--- src/rtl/lsu_mem_initiator.sv ---
// Load/store initiator: one decoded access from execute to a valid/ready data-memory port.
// Define LSU_ALGEBRAIC_EN to make opcode 42 (lha, sign-extended half-word load) legal.
module lsu_mem_initiator #(
    parameter int unsigned TIMEOUT = 16,
    parameter int unsigned CNT_W   = 5
) (
    input  logic        clk,
    input  logic        rst_n,
    input  logic        req_valid,
    output logic        req_ready,
    input  logic [5:0]  req_opcode,
    input  logic [63:0] req_addr,
    input  logic [63:0] req_wdata,
    output logic        resp_valid,
    input  logic        resp_ready,
    output logic [63:0] resp_data,
    output logic        resp_err,
    output logic        mem_valid,
    input  logic        mem_ready,
    output logic        mem_read,
    output logic        mem_write,
    output logic [63:0] mem_addr,
    output logic [63:0] mem_wdata,
    input  logic [63:0] mem_rdata
);

    typedef enum logic [1:0] {StIdle, StReq, StResp} state_e;

    state_e           state_q;
    logic [CNT_W-1:0] cnt_q;
    logic [1:0]       size_q;
    logic             sext_q;

    logic       dec_legal;
    logic       dec_load;
    logic [1:0] dec_size;
    logic       dec_sext;

    // size: 0 = byte, 1 = half, 2 = word, 3 = double
    always_comb begin
        dec_legal = 1'b1;
        dec_load  = 1'b0;
        dec_size  = 2'd0;
        dec_sext  = 1'b0;
        case (req_opcode)
            6'd34: begin dec_load = 1'b1; dec_size = 2'd0; end
            6'd40: begin dec_load = 1'b1; dec_size = 2'd1; end
            6'd32: begin dec_load = 1'b1; dec_size = 2'd2; end
            6'd58: begin dec_load = 1'b1; dec_size = 2'd3; end
            6'd38: dec_size = 2'd0;
            6'd44: dec_size = 2'd1;
            6'd36: dec_size = 2'd2;
            6'd62: dec_size = 2'd3;
`ifdef LSU_ALGEBRAIC_EN
            6'd42: begin dec_load = 1'b1; dec_size = 2'd1; dec_sext = 1'b1; end
`endif
            default: dec_legal = 1'b0;
        endcase
    end

    function automatic logic [63:0] size_data(input logic [63:0] d, input logic [1:0] sz,
                                              input logic sx);
        logic [63:0] r;
        case (sz)
            2'd0:    r = {56'd0, d[7:0]};
            2'd1:    r = sx ? {{48{d[15]}}, d[15:0]} : {48'd0, d[15:0]};
            2'd2:    r = {32'd0, d[31:0]};
            default: r = d;
        endcase
        return r;
    endfunction

    always_ff @(posedge clk or negedge rst_n) begin
        if (!rst_n) begin
            state_q    <= StIdle;
            cnt_q      <= '0;
            size_q     <= 2'd0;
            sext_q     <= 1'b0;
            req_ready  <= 1'b0;
            resp_valid <= 1'b0;
            resp_data  <= '0;
            resp_err   <= 1'b0;
            mem_valid  <= 1'b0;
            mem_read   <= 1'b0;
            mem_write  <= 1'b0;
            mem_addr   <= '0;
            mem_wdata  <= '0;
        end else begin
            unique case (state_q)
                StIdle: begin
                    if (!req_ready) begin
                        req_ready <= 1'b1;
                    end else if (req_valid) begin
                        req_ready <= 1'b0;
                        size_q    <= dec_size;
                        sext_q    <= dec_sext;
                        cnt_q     <= '0;
                        if (dec_legal) begin
                            mem_valid <= 1'b1;
                            mem_read  <= dec_load;
                            mem_write <= ~dec_load;
                            mem_addr  <= req_addr;
                            mem_wdata <= size_data(req_wdata, dec_size, 1'b0);
                            state_q   <= StReq;
                        end else begin
                            resp_valid <= 1'b1;
                            resp_err   <= 1'b1;
                            resp_data  <= '0;
                            state_q    <= StResp;
                        end
                    end
                end
                StReq: begin
                    // A completion on the final allowed cycle beats the timeout.
                    if (mem_ready || cnt_q == CNT_W'(TIMEOUT - 1)) begin
                        mem_valid  <= 1'b0;
                        mem_read   <= 1'b0;
                        mem_write  <= 1'b0;
                        resp_valid <= 1'b1;
                        resp_err   <= ~mem_ready;
                        resp_data  <= (mem_ready && mem_read) ?
                                      size_data(mem_rdata, size_q, sext_q) : 64'd0;
                        cnt_q      <= '0;
                        state_q    <= StResp;
                    end else begin
                        cnt_q <= cnt_q + CNT_W'(1);
                    end
                end
                StResp: begin
                    if (resp_ready) begin
                        resp_valid <= 1'b0;
                        resp_data  <= '0;
                        resp_err   <= 1'b0;
                        req_ready  <= 1'b1;
                        state_q    <= StIdle;
                    end
                end
                default: state_q <= StIdle;
            endcase
        end
    end

endmodule

--- config.mk ---
export PLATFORM = sky130hd
export DESIGN_NAME = lsu_mem_initiator
export DESIGN_NICKNAME = d
export VERILOG_FILES = /design/src/rtl/lsu_mem_initiator.sv
export SDC_FILE = /design/constraint.sdc
export NUM_CORES = 1
export LEC_CHECK = 0
export CAP_MARGIN = 20
export CORE_AREA = 2 2 155 157
export DETAILED_ROUTE_END_ITERATION = 16
export DIE_AREA = 0 0 157 159
export GPL_ROUTABILITY_DRIVEN = 1
export GPL_TIMING_DRIVEN = 0
export PLACE_DENSITY_LB_ADDON = 0.12
export SLEW_MARGIN = 20
export SYNTH_ARGS = -nofsm -noshare
export SYNTH_HDL_FRONTEND = slang
export SYNTH_SLANG_ARGS = --single-unit
--- constraint.sdc ---
create_clock -name clk -period 2.76 [get_ports clk]
set_input_delay 0.276 -clock clk [delete_from_list [all_inputs] [get_ports clk]]
set_output_delay 0.276 -clock clk [all_outputs]
set_load 0.01 [all_outputs]
==> Yosys cells after proc, flatten, opt, wreduce, memory -nomap -nowiden <==
Cells that the tools add are included.
{ "word_totals": {"input_bits": 203, "regBits": 207, "output_inout_bits": 198, "elab_cells": 103} }
{ "op_classes": {"n_mux": 47, "n_eq_ne": 21, "addsub": 1, "bitwise_logic": 2, "reduce_logical": 20} }
{ "op_table": {"columns": ["operator", "count"], "rows": [
  ["one-hot mux 64 bit (3 select lines)", 3],
  ["2-to-1 mux 64 bit", 6],
  ["equality test 6 bit (second input constant)", 8],
  ["2-to-1 mux 1 bit", 21],
  ["2-to-1 mux 5 bit", 3],
  ["!= test 2 bit (second input constant)", 6],
  ["one-hot mux 2 bit (3 select lines)", 2],
  ["2-to-1 mux 2 bit", 5],
  ["one-hot mux 5 bit (2 select lines)", 1],
  ["one-hot mux 1 bit (2 select lines)", 4],
  ["AND reduction 4 bit", 2],
  ["OR reduction 8 bit", 1],
  ["equality test 2 x 1 -> 1 bit (second input constant)", 3],
  ["equality test 2 bit (second input constant)", 3],
  ["logical NOT 2 bit", 3],
  ["one-hot mux 1 bit (3 select lines)", 2],
  ["AND reduction 3 bit", 2],
  ["AND reduction 6 bit", 1],
  ["OR reduction 2 bit", 3],
  ["adder 5 x 1 -> 5 bit (second input constant)", 1],
  ["equality test 5 x 4 -> 1 bit (second input constant)", 1],
  ["AND reduction 5 bit", 1],
  ["nonzero test 2 bit", 2],
  ["OR reduction 4 bit", 1],
  ["5 further kinds", 6]
]} }

==> Longest topological paths before layout <==
Gate-level depths: netlist (run 1).
{ "depth": {"ltp_word": 8, "mapped_depth": 8, "ltp_nobuf": 6} }

==> Least setup slack after synthesis (run 1) <==
OpenSTA, ideal clock, no wires.
{ "synth_timing": {"path_type": "reg-to-reg", "startpoint": "register cnt_q[0]", "endpoint": "register cnt_q[2]", "setup_ps": 79, "n_path_buf": 0, "stages_incl_launch_ff": 7, "arrival_ps": 1889, "setup_slack_ps": 791, "required_time_ps": 2681, "cell_sequence": "dfrtp_1 > ha_1 > and3_1 > ha_1 > or4b_2 > a2bb2oi_1 > mux2i_1"} }
{ "synth_via": {"elab_chain_cells": 4} }
{ "synth_rtl": {"columns": ["item", "line", "source"], "rows": [
  ["start, declared", "30", "logic [CNT_W-1:0] cnt_q;"],
  ["start signal, assigned", "126", "cnt_q <= cnt_q + CNT_W'(1);"],
  ["branches (longest 2 deep; another with adder 5 x 1 -> 5 bit)", null, null],
  ["2-to-1 mux 5 bit *", "115", "if (mem_ready || cnt_q == CNT_W'(TIMEOUT - 1)) begin"],
  ["one-hot mux 5 bit (2 select lines) *", "89", "unique case (state_q)"]
]} }
Mark *: on every way between the ends.
A chain may end at the register's enable or synchronous reset.

==> Final worst setup path (run 1) <==
{ "layout_timing": {"startpoint": "register cnt_q[0]", "endpoint": "register resp_data[32]"} }
{ "layout_via": {"elab_chain_cells": 4} }
{ "layout_rtl": {"columns": ["item", "line", "source"], "rows": [
  ["equality test 5 x 4 -> 1 bit", "115", null],
  ["logical OR 1 bit", "115", null],
  ["!= test 2 bit (no source line)", null, null],
  ["AND reduction 6 bit (no source line)", null, null],
  ["end signal, assigned", "121", "resp_data <= (mem_ready && mem_read) ?"],
  ["end, declared", "16", "output logic [63:0] resp_data,"]
]} }
Every way passes these cells.

==> results of run 1 <==
-- through the flow --
step                total power, W  cell area (um2)  TNS [ps]  std cells  utilization [%]
floorplan                 0.005861             8342         0        621                -
global placement          0.008387            12740  -1628390       1340            54.95
detailed placement        0.008437            12800         0       1342            55.21
CTS                        0.01150            13560         0       1384            58.48
global route               0.01199            13560         0       1384            58.48
finish                     0.01134            13560         0       1385            58.49
-- state kept, by name (all words and copies together) (netlist names), 2 cells and up --
name,flops
state_q,2
size_q,2
cnt_q,5
resp_data,64
mem_wdata,64
mem_addr,64
-- layout by cell type (no fill, tap or decap), types with 17 or more instances in the layout --
master           synthesis  final
clkdlybuf4s50_1          0    399
dfrtp_1                207    207
mux2_1                  68     68
a32o_1                  66     66
inv_1                   55     55
clkbuf_1                32     39
o21ai_0                 33     33
nand4_1                 32     32
clkbuf_16                0     25
mux2_2                  20     20
buf_2                   17     17
a211oi_1                17     17
-- cells in the mapped netlist (2+ instances only) --
library cell / count / area, um2
a211oi_1: 17 / 127.6
a21oi_1: 3 / 15.01
a22o_1: 12 / 105.1
a32o_1: 66 / 660.6
and2_1: 2 / 12.51
and3_1: 3 / 18.77
buf_2: 17 / 85.08
buf_6: 7 / 78.83
clkbuf_1: 32 / 120.1
dfrtp_1: 207 / 5180
ha_1: 2 / 25.02
inv_1: 55 / 206.5
mux2_1: 68 / 765.7
mux2_2: 20 / 225.2
nand2_1: 2 / 7.510
nand2b_1: 2 / 12.51
nand3_1: 3 / 15.01
nand3b_1: 2 / 15.01
nand4_1: 32 / 200.2
nor2_1: 2 / 7.510
nor3_1: 2 / 10.01
o211a_1: 2 / 20.02
o211ai_1: 2 / 15.01
o21a_1: 3 / 22.52
o21ai_0: 33 / 165.2
o221ai_1: 2 / 17.52
o311ai_0: 3 / 26.28
-- kinds of logic after synthesis --
logic type / share of synthesized area (%)
adder cells (fa/ha/maj): 0.2999
multiplexers: 12.00
AND/OR/NAND/NOR: 4.680
XOR/XNOR: 0.1050
buffers and inverters: 5.970
AO/OA/AOI/OAI: 14.85
flip-flops: 62.10
-- per-layer routing --
metal	global-route usage (%)	wire length, um	part of all wire [%]	up-vias
met5	0	0	0	-
met4	7.006	907	3.5	0
met3	6.287	2359	9.0	57
met2	33.55	12460	48	279
met1	25.08	10440	40	3303
li1	-	-	-	3180
-- repair_timing --
| item | in CTS | in global routing |
|---|---|---|
| resized for setup | 0 | 0 |
| setup endpoints to repair | 0 | 0 |
| buffers inserted | 0 | 0 |
| endpoints found under the hold margin | 46 | 0 |
| hold buffers | 1 | 0 |
-- layout make-up --
type / instances / share of cell area, %
plain buffers: 57 / 2.149
inverters: 55 / 1.522
flip-flops and latches: 207 / 38.19
multi-input cells: 302 / 19.64
clock buffers: 37 / 5.313
well taps: 319 / 2.943
diodes: 1 / 0.01845
repair buffers: 403 / 30.03
clock inverters: 4 / 0.1937
-- worst max path at each step --
stage                         start                        end  slack, ps  cells after the start
2_1_floorplan  cnt_q[0]$_DFFE_PN0P_       cnt_q[2]$_DFFE_PN0P_        790                      6
3_3_place_gp                  rst_n   mem_addr[10]$_DFFE_PN0P_      -7890                      1
3_5_place_dp          req_opcode[4]   mem_addr[36]$_DFFE_PN0P_        150                      7
4_1_cts        cnt_q[0]$_DFFE_PN0P_   resp_data[0]$_DFFE_PN0P_        390                      8
5_1_grt        cnt_q[0]$_DFFE_PN0P_   resp_data[6]$_DFFE_PN0P_        220                      8
6_report       cnt_q[0]$_DFFE_PN0P_  resp_data[32]$_DFFE_PN0P_        420                      8
-- power by group through the flow --
stage | Sequential (W) | Combinational, W | Clock, W
floorplan | 0.00481 | 0.00105 | 0
global placement | 0.00437 | 0.00401 | 0
detailed placement | 0.00441 | 0.00403 | 0
CTS | 0.00436 | 0.00405 | 0.00310
global route | 0.00446 | 0.00429 | 0.00323
finish | 0.00434 | 0.00399 | 0.00301
==> flow_results.org, run 1 <==
** Min path
- The path class of the tightest hold or removal check is in -> async.

** STA
- Max Transition Viols Final :: 0
- Transition at the pin with the smallest max-transition slack :: 634.7 ps
- Clock skew on the completed layout was measured at 10.51 ps.
- Setup repair after global routing missed its margin :: false
- The final critical path takes up 84.67% of the cycle.
- Finish-stage setup viols :: 0
- After layout, the minimum clock period comes to 2337 ps.
- Worst-case hold slack :: around 280 ps
- Final worst slack :: 423.2 ps
- Static timing analysis puts the maximum clock frequency at between 0.4 and 0.5 GHz.
- Number of hold violations in the final report :: 0
- Rel. slew slack :: 57.36%

** Floorplan
- 401 I/O pins were placed.
- The floorplan step defined a die boundary enclosing 24960 um2.
- Initial core utilization :: 35.97%
- The floorplan step set the die height to 159 um.
- Width of the chip :: 157 um
- Row generation in the floorplan step produced 56 rows.
- Core area :: ~23000 um2

** Power
- Per report_power, the sequential group accounts for 38.3% of the total.
- For this design the total switching power over the nets is approximately 0.0033 W.
- Pleak :: 5.823 nW
- VDD sags by at most 0.5231 mV.
- Of the total power, the clock network draws a little over a quarter.
- In this run, the combinational gates consume about a third of the power.
- Switching part of the total :: 29.44%
- P per Cell Area :: ~840 nW/um2
- Internal power comes to 0.008000 W.

** Setup path
- The slowest stage of the critical path belongs to the cell clkbuf_1.
- Crit-path max cell delay :: 420 ps
- The endpoint identified for the worst register-to-register timing path is resp_data[32]$_DFFE_PN0P_.
- The critical path is of the reg -> reg type.
- At the worst endpoint, the arrival time is 2770 ps.
- CP bufs+invs :: 2
- In this design, the critical path's most frequently occurring cell is ha_1.
- R2r worst-path depth :: 8
- Critical Path, Cell by Cell :: ha_1 -> and3_1 -> ha_1 -> nor2_1 -> o21a_1 -> buf_2 -> clkbuf_1 -> a32o_1
- Largest fanout on the critical path :: 10
- R2R Setup Slk :: approximately 420 ps
- In this run the critical register-to-register path is launched from cnt_q[0]$_DFFE_PN0P_.
- CP required :: 3200 ps
- Startpoint types :: flip-flop
- Capturing element type of the critical path :: flip-flop
- Family with the most delay on the worst path :: buffers and inverters

** CTS
- At the later pin of the worst-skew pair, clock insertion delay measures 510 ps.
- Htree depth :: 1
- Counting the buffers created by CTS gives 24.
- After clock tree synthesis, the clock-pin slew on the worst setup and hold paths is 60 ps.
- Num Clock Sinks :: ~210
- CTS tree :: yes
- Buffer depth of the longest clock path :: 3
- In this run the clock root is driven by a clkbuf_16.

** Route
- Once detail routing completed, the nets flagged for antenna violations numbered 0.
- Detailed-router iteration count before antenna repair :: 5
- Wire length after detailed routing :: roughly 26 mm
- DRC violation count after routing :: 0
- Final routed wire length divided by cell count :: 18.90 um
- In this run, the number of DRC markers left after iteration 0 of detailed routing was roughly 390.
- Vias per cell :: 4.923
- Total vias in the final route :: around 6800

** Outcome
- The flow ran to the end, and the final reports show no timing, DRC or antenna violations.

** Global routing
- Initial antenna violation count :: 0
- Entering global routing, the biggest net connects 94 pins.
- The via count of the first global-routing pass is just under 7000.
- First-pass GRT wire length :: about 40 mm
- For this run, the total global-route usage over all layers was measured as 20.29%.
- The total overflow left after global routing is 0.

** Cells and area
- Share of cells above drive strength 1 :: between 7 and 8%
- The area growth from synthesis to layout is 62.61%.
- Filler cell count :: 1988
- Summing all multi-input logic gate instances after layout gives around 2700 um2.
- Register Area :: roughly 5200 um2
- Final-stage net count :: 1255

** Synth
- After synthesis, the netlist uses 47 different library cells.
- For this run, the leading register cell type out of synthesis is dfrtp_1.
- When the netlist entered floorplanning its net count stood at 826.
- The mapped netlist covers ~8300 um2.
- Sequential share of the synthesized area :: approximately 62%
- Synthesized netlist cell count :: 621
- The synthesized design contains 0 enable-type register cells.
- Mean cell area of the mapped netlist :: 13.43 um2
- Number of storage elements in the synthesis netlist :: 207
- For this run, asynchronously set or reset flops after synthesis account for between 90% and 100%.
- For this run, the number of Yosys warnings is 0.

** Placed design
- Pre-CTS WS :: 145.7 ps
- Final GP Congestion :: 0.7768
- Hpwl dp :: between 15 and 20 mm
- Buffers placed on the I/O ports in this run total 400.

** Run
- Max-cap violations in this run came to 0.
(Power assumes the default switching activity.)
==> inputs of run 2 (changes only) <==
==> constraint.sdc (replaced) <==
create_clock -name clk -period 2.2 [get_ports clk]
set_input_delay 0.22 -clock clk [delete_from_list [all_inputs] [get_ports clk]]
set_output_delay 0.22 -clock clk [all_outputs]
set_load 0.01 [all_outputs]
==> flow_results.org, run 2 (synthesis gave the netlist of run 1 again) <==
** Route
- The number of antenna-violating nets in the routed design is 0 (unchanged).
- Wire length after detailed routing :: 26.42 mm (was 26.17 mm)
- The count of routing violations after the opening detailed-route iteration was 406 (was 392).
- The total via count in the routed design came to 6819 (unchanged).
- Routed wl met2 :: 12.43 mm (was 12.46 mm)
- Detailed-router iteration count before antenna repair :: 4 (was 5)
- The routed length on met3 is 2.310 mm (was 2.359 mm).
- The wire length on met1 is 10.73 mm (was 10.44 mm).
- The uppermost signal routing layer after detailed routing was met4 (unchanged).
- DRC violation count after routing :: 0 (unchanged)
- Final routed wire length divided by cell count :: 19.01 um (was 18.90 um)
- The via-per-instance ratio came to 4.906 (was 4.923).

** Setup path
- Startpoint-to-endpoint class of the critical path :: reg -> reg (unchanged)
- Startpoint types :: flip-flop (unchanged)
- R2r worst-path depth :: 7 (was 8)
- The maximum net fanout on the critical path came to 10 (unchanged).
- Capturing element type of the critical path :: flip-flop (unchanged)
- The reg-to-reg endpoint was mem_addr[28]$_DFFE_PN0P_ (was resp_data[32]$_DFFE_PN0P_).
- The worst setup path startpoint is state_q[0]$_DFFE_PN0P_ (was cnt_q[0]$_DFFE_PN0P_).
- Critical Path, Cell by Cell :: nand4bb_1 -> buf_6 -> nor4_4 -> buf_4 -> buf_12 -> buf_8 -> mux2_1 (was ha_1 -> and3_1 -> ha_1 -> nor2_1 -> o21a_1 -> buf_2 -> clkbuf_1 -> a32o_1)
- The signal arrival time at the worst endpoint was 2490 ps (was 2770 ps).
- Start of the worst register-to-register path :: state_q[0]$_DFFE_PN0P_ (was cnt_q[0]$_DFFE_PN0P_)
- The critical-path cell with the highest stage delay is dfrtp_1 (was clkbuf_1).
- CP required :: 2580 ps (was 3200 ps)
- The delay of the slowest cell on the worst path was 420 ps (about the same).
- The flop-to-flop setup slack came to 100 ps (was 420 ps).

** Global routing
- The initial antenna violation count came to 0 (unchanged).
- Leftover overflow at the end of global routing :: 0 (unchanged)
- The maximum number of pins on one net before global-route repair came to 94 (unchanged).
- First-pass GRT wire length :: 40.07 mm (was 40.10 mm)
- Total track usage :: 20.28% (was 20.29%)
- Vias in the first global route :: 6850 (was 6851)

** Power
- The worst-case vdd ir drop came to 0.6559 mV (was 0.5231 mV).
- The leakage power figure is 5.894 nW (was 5.823 nW).
- The power density over cell area came to 1044 nW/um2 (was 835.9 nW/um2).
- Final total power :: 0.01432 W (was 0.01134 W)

** CTS
- The TritonCTS clock tree is yes (unchanged).
- Register clock-pin slew on the reported worst setup and hold paths :: 60 ps (about the same)
- Number of buffers created by CTS :: 24 (unchanged)
- The sink count of the clock tree is 207 (unchanged).
- The maximum count of clock buffers along a single path came to 3 (unchanged).
- The worst-skew pair later-pin latency was 510 ps (about the same).
- The number of H-tree levels is 1 (unchanged).
- The clock tree root buffer cell was clkbuf_16 (unchanged).

** STA
- Achievable clock frequency :: 0.4759 GHz (was 0.4279 GHz)
- Worst clock skew on the final layout :: 9.592 ps (was 10.51 ps)
- The fraction of the cycle the final worst path needs is 95.52% (was 84.67%).
- The worst slack on hold paths was 226.5 ps (was 281.3 ps).
- Fin crit period :: 2101 ps (was 2337 ps)
- The pin slew with the least headroom to its limit came to 641.4 ps (was 634.7 ps).
- The number of pins exceeding their max-slew limit in the final report was 0 (unchanged).
- The post-route worst setup slack was 98.56 ps (was 423.2 ps).
- The number of hold violations in the final report is 0 (unchanged).
- The setup-violating endpoint count in the final report came to 0 (unchanged).
- The max-slew headroom at the worst pin is 56.64% (was 57.36%).

** Cells and area
- Filler cell count :: 1982 (was 1988)
- Largest regs: mem_addr x64, mem_wdata x64, resp_data x64 (unchanged).
- Highest-count cells in the layout ignoring fill and taps: clkdlybuf4s50_1 (399), dfrtp_1 (207), mux2_1 (68), a32o_1 (66), inv_1 (55) (unchanged).
- Final standard cell utilization of the core :: 59.14% (was 58.49%)
- Share of cells above drive strength 1 :: 9.159% (was 7.981%)
- The area growth from synthesis to layout came to 64.44% (was 62.61%).
- Most common library cell in the layout ignoring fill and taps :: clkdlybuf4s50_1 (unchanged)
- The number of nets in the final layout came to 1260 (was 1255).
- Total non-filler cell area in the finished layout :: 13720 um2 (was 13560 um2)

** Floorplan
- The starting density of the core came to 35.97% (unchanged).
- The core region area came to 23190 um2 (unchanged).
- Width of the chip :: 157 um (unchanged)
- The cell row count is 56 (unchanged).
- Die Span Y :: 159 um (unchanged)
- Number of ports placed on the die boundary :: 401 (unchanged)
- The overall die area is 24960 um2 (unchanged).

** Placed design
- Placed standard-cell area :: 12800 um2 (unchanged)
- Pre-CTS WS :: -358.3 ps (was 145.7 ps)
- The global placer's final weighted congestion was 0.7768 (unchanged).
- Hpwl dp :: 19.36 mm (unchanged)
- The count of port buffers added during placement is 400 (unchanged).

** Min path
- The worst min-delay path class is in -> async (unchanged).

** Outcome
- Outcome: finished, final reports clean (unchanged).

** Run
- Max-capacitance violation count :: 0 (unchanged)
run 2: cell count changes in the layout (fill, tap and decap cells not counted), sizes merged:
cell    before  now
clkbuf      69   65
buf         28   37
run 2: what timing repair did:
action                                  4_1_cts  5_1_grt
cloned                                        0        2
endpoints found under the setup margin       51      129
setup buffers                                 0        3
endpoints found under the hold margin        46        0
pin swaps                                     0        2
gates resized for setup                       7       39
hold buffers                                  1        0
run 2: cell type report:
type / count / area [um2] / share of cell area, %
sequential: 207 / 5180 / 37.76
clock inverter: 4 / 26.28 / 0.1916
inverter: 55 / 206.4 / 1.505
antenna: 1 / 2.502 / 0.01824
buffer: 57 / 370.4 / 2.700
clock buffer: 37 / 720.7 / 5.254
multi-input combinational: 302 / 2683 / 19.56
timing repair buffer: 408 / 4129 / 30.10
tap: 319 / 399.1 / 2.910
run 2: stage by stage:
step / setup TNS (ps) / std cells
2_1_floorplan: 0 / 621
3_3_place_gp: -1771410 / 1340
3_5_place_dp: -39780 / 1342
4_1_cts: 0 / 1384
5_1_grt: -1.227 / 1389
6_report: 0 / 1390
run 2: critical path: cells and delay by family, from the launching register on:
| kind | cells | cell delay [ps] |
|---|---|---|
| AND/OR/NAND/NOR | 2 | 560 |
| buffers and inverters | 4 | 650 |
| flip-flops | 1 | 420 |
| multiplexers | 1 | 330 |
run 2: layer usage:
metal,vias to the layer above,global-route usage (%)
met5,-,0
met1,3303,25.03
li1,3185,-
met4,0,7.006
met2,272,33.59
met3,59,6.287
run 2: worst max-delay path by stage:
| stage | endpoint | slack (ps) | depth (start not counted) |
|---|---|---|---|
| 4_1_cts | resp_data[8]$_DFFE_PN0P_ | 2 | 8 |
| 3_3_place_gp | mem_addr[10]$_DFFE_PN0P_ | -8400 | 1 |
| 3_5_place_dp | mem_addr[36]$_DFFE_PN0P_ | -360 | 7 |
| 5_1_grt | mem_addr[27]$_DFFE_PN0P_ | -1 | 7 |
| 2_1_floorplan | cnt_q[2]$_DFFE_PN0P_ | 230 | 6 |
| 6_report | mem_addr[28]$_DFFE_PN0P_ | 100 | 7 |
run 2: report_power, final:
group / internal (W) / switching (W) / leakage [nW]
logic: 0.00295 / 0.00214 / 2.83
registers: 0.00491 / 0.000541 / 2.69
clock network: 0.00224 / 0.00153 / 0.370
total: 0.0101 / 0.00421 / 5.89
==> inputs of run 3 (changes only) <==
--- a/config.mk
+++ b/config.mk
@@ -7,6 +7,7 @@
 export LEC_CHECK = 0
 export CAP_MARGIN = 20
 export CORE_AREA = 2 2 155 157
+export CTS_CLUSTER_SIZE = 25
 export DETAILED_ROUTE_END_ITERATION = 16
 export DIE_AREA = 0 0 157 159
 export GPL_ROUTABILITY_DRIVEN = 1
==> flow_results.org, run 3 (synthesis gave the netlist of run 1 again) <==
** Route
- The count of routing violations after the opening detailed-route iteration was 387 (was 406).
- The total via count in the routed design came to 6832 (was 6819).
- The final wirelength is 26.25 mm (was 26.42 mm).
- The number of antenna-violating nets in the routed design is 0 (unchanged).
- DRC violation count after routing :: 0 (unchanged)
- Final routed wire length divided by cell count :: 18.94 um (was 19.01 um)
- Vias per cell :: 4.929 (was 4.906)
- Detailed-router iteration count before antenna repair :: 7 (was 4)

** Floorplan
- The vertical die dimension was 159 um (unchanged).
- The core region area came to 23190 um2 (unchanged).
- Width of the chip :: 157 um (unchanged)
- The overall die area was 24960 um2 (unchanged).
- The cell row count came to 56 (unchanged).
- Initial core utilization :: 35.97% (unchanged)
- The top-level I/O count was 401 (unchanged).

** CTS
- The clock buffer count from CTS came to 24 (unchanged).
- The sink count of the clock tree came to 207 (unchanged).
- The clock-pin slew of the registers on the worst-case setup and hold paths is 60 ps (about the same).
- The number of H-tree levels came to 1 (unchanged).
- The maximum count of clock buffers along a single path came to 3 (unchanged).
- Source-to-sink clock delay at the later pin of the worst-skew pair :: 510 ps (about the same)
- The TritonCTS clock tree was yes (unchanged).
- Buffer cell driving the clock tree root :: clkbuf_16 (unchanged)

** Placed design
- The post-place instance area was 12800 um2 (unchanged).
- Final GP Congestion :: 0.7768 (unchanged)
- Number of buffer cells added on primary ports :: 400 (unchanged)
- The post-place setup slack is -358.3 ps (unchanged).
- The sum of net half-perimeters after detailed placement came to 19.36 mm (unchanged).

** Global routing
- The via count of the first global-routing pass was 6842 (was 6850).
- The global-route usage over all layers is 20.34% (was 20.28%).
- Leftover overflow at the end of global routing :: 0 (unchanged)
- The maximum number of pins on one net before global-route repair is 94 (unchanged).
- The first-pass GRT wire length is 40.14 mm (was 40.07 mm).
- The initial antenna violation count is 0 (unchanged).

** Power
- P per Cell Area :: 1054 nW/um2 (was 1044 nW/um2)
- Relative contribution of the clock network to total power :: 26.9% (was 26.3%)
- The total power came to 0.01437 W (was 0.01432 W).
- The reported net switching power came to 0.004209 W (about the same).
- The part of the total power dissipated in sequential elements came to 37.9% (was 38.1%).
- Worst vdd ir :: 0.6553 mV (was 0.6559 mV)
- Internal Pwr Total :: 0.01016 W (was 0.01011 W)
- Switching part of the total :: 29.29% (was 29.41%)
- Pleak :: 5.863 nW (was 5.894 nW)
- Combinational fraction of design power :: 35.2% (was 35.6%)

** Setup path
- Startpoint-to-endpoint class of the critical path :: reg -> reg (unchanged)
- Capturing element type of the critical path :: flip-flop (unchanged)
- CP required :: 2580 ps (about the same)
- The delay of the slowest cell on the worst path came to 430 ps (was 420 ps).
- Critical register-to-register path endpoint :: mem_addr[36]$_DFFE_PN0P_ (was mem_addr[28]$_DFFE_PN0P_)
- Critical Path, Cell by Cell: nand4bb_1 -> clkbuf_2 -> nor4_4 -> buf_6 -> buf_6 -> mux2_1 (was nand4bb_1 -> buf_6 -> nor4_4 -> buf_4 -> buf_12 -> buf_8 -> mux2_1).
- R2r worst-path depth :: 6 (was 7)
- The most numerous cell type found on the critical path is buf_6.
- Arrival @ worst endpoint :: 2460 ps (was 2490 ps)
- The launch instance of the worst register-to-register path is state_q[0]$_DFFE_PN0P_ (unchanged).
- Largest fanout on the critical path :: 10 (unchanged)
- The critical-path cell with the highest stage delay was dfrtp_1 (unchanged).
- The sort of element at the start of the critical path is a flip-flop (unchanged).
- R2R Setup Slk :: 120 ps (was 100 ps)

** STA
- Final period util :: 94.49% (was 95.52%)
- Finish-stage setup viols :: 0 (unchanged)
- Worst clock skew on the final layout :: 8.617 ps (was 9.592 ps)
- Number of hold violations in the final report :: 0 (unchanged)
- Worst-case hold slack :: 222.7 ps (was 226.5 ps)
- Achievable clock frequency :: 0.4810 GHz (was 0.4759 GHz)
- Transition at the pin with the smallest max-transition slack :: 635.3 ps (was 641.4 ps)
- Fin crit period :: 2079 ps (was 2101 ps)
- Setup repair after global routing left no endpoint under its margin.
- Final worst slack :: 121.1 ps (was 98.56 ps)
- The max-slew headroom at the worst pin was 57.32% (was 56.64%).
- The number of pins exceeding their max-slew limit in the final report was 0 (unchanged).

** Cells and area
- The most common library cell in the layout ignoring fill and taps is clkdlybuf4s50_1 (unchanged).
- Largest regs: mem_addr x64, mem_wdata x64, resp_data x64 (unchanged).
- The cell area after layout was 13640 um2 (was 13720 um2).
- The number of nets in the final layout is 1256 (was 1260).
- Share of cells above drive strength 1 :: 8.818% (was 9.159%)
- The area growth from synthesis to layout is 63.49% (was 64.44%).
- Highest-count cells in the layout ignoring fill and taps :: clkdlybuf4s50_1 (399), dfrtp_1 (207), mux2_1 (68), a32o_1 (66), inv_1 (55) (unchanged)

** Run
- Max-capacitance violation count :: 0 (unchanged)

** Outcome
- Outcome :: finished, final reports clean (unchanged)

** Min path
- Path category of the worst min-delay check :: in -> async (unchanged)
[run 3: cell count changes in the layout (fill, tap and decap cells not counted), sizes merged]
cell	before	now
bufinv	0	1
clkbuf	65	63
buf	37	34
[run 3: area by class of cell]
class / count / area [um2]
timing repair buffer: 404 / 4081
antenna: 1 / 2.502
multi-input combinational: 302 / 2683
tap: 319 / 399.1
sequential: 207 / 5180
buffer: 57 / 325.3
clock buffer: 36 / 706.9
inverter: 55 / 206.4
clock inverter: 5 / 53.80
fill: 1982 / 9554
[run 3: how the worst max path moves through the flow]
stage                                 startpoint                         to  slack (ps)  cells past startpoint
after detailed placement           req_opcode[4]   mem_addr[36]$_DFFE_PN0P_        -360                      7
after floorplan             cnt_q[0]$_DFFE_PN0P_       cnt_q[2]$_DFFE_PN0P_         230                      6
final                     state_q[0]$_DFFE_PN0P_   mem_addr[36]$_DFFE_PN0P_         120                      6
after global routing      state_q[0]$_DFFE_PN0P_   mem_wdata[3]$_DFFE_PN0P_           2                      6
after CTS                   cnt_q[0]$_DFFE_PN0P_  resp_data[18]$_DFFE_PN0P_           2                      8
after global placement                     rst_n   mem_addr[10]$_DFFE_PN0P_       -8400                      1
[run 3: power by group through the flow]
| stage | clock network (W) | logic (W) | registers [W] |
|---|---|---|---|
| 2_1_floorplan | 0 | 0.00132 | 0.00603 |
| 3_3_place_gp | 0 | 0.00504 | 0.00549 |
| 3_5_place_dp | 0 | 0.00506 | 0.00553 |
| 4_1_cts | 0.00397 | 0.00510 | 0.00546 |
| 5_1_grt | 0.00415 | 0.00544 | 0.00560 |
| 6_report | 0.00386 | 0.00506 | 0.00545 |
[run 3: what timing repair did]
| action | CTS | global route |
|---|---|---|
| setup endpoints to repair | 52 | 123 |
| buffers inserted | 0 | 1 |
| pin swaps | 0 | 1 |
| resized for setup | 8 | 23 |
| hold buffers | 1 | 0 |
| hold endpoints to repair | 46 | 0 |
[run 3: critical path: cells and delay by family (launching register included)]
family / cells / cell delay (ps)
and+or+nand+nor: 2 / 530
buffers and inverters: 3 / 640
DFF: 1 / 430
muxes: 1 / 340
[run 3: routing by layer]
layer	up-vias	GRT usage, %	wire length (um)	part of all wire, %
li1	3181	-	-	-
met1	3316	25.06	10540	40
met2	283	33.67	12450	47
met3	52	6.315	2320	8.8
met4	0	7.131	928	3.5
met5	-	0	0	0
[run 3: stage by stage]
step / TNS (ps) / util (%) / cells
after floorplan: 0 / - / 621
after global placement: -1771410 / 54.95 / 1340
after detailed placement: -39780 / 55.21 / 1342
after CTS: 0 / 58.62 / 1384
after global routing: 0 / 58.79 / 1385
final: 0 / 58.80 / 1386
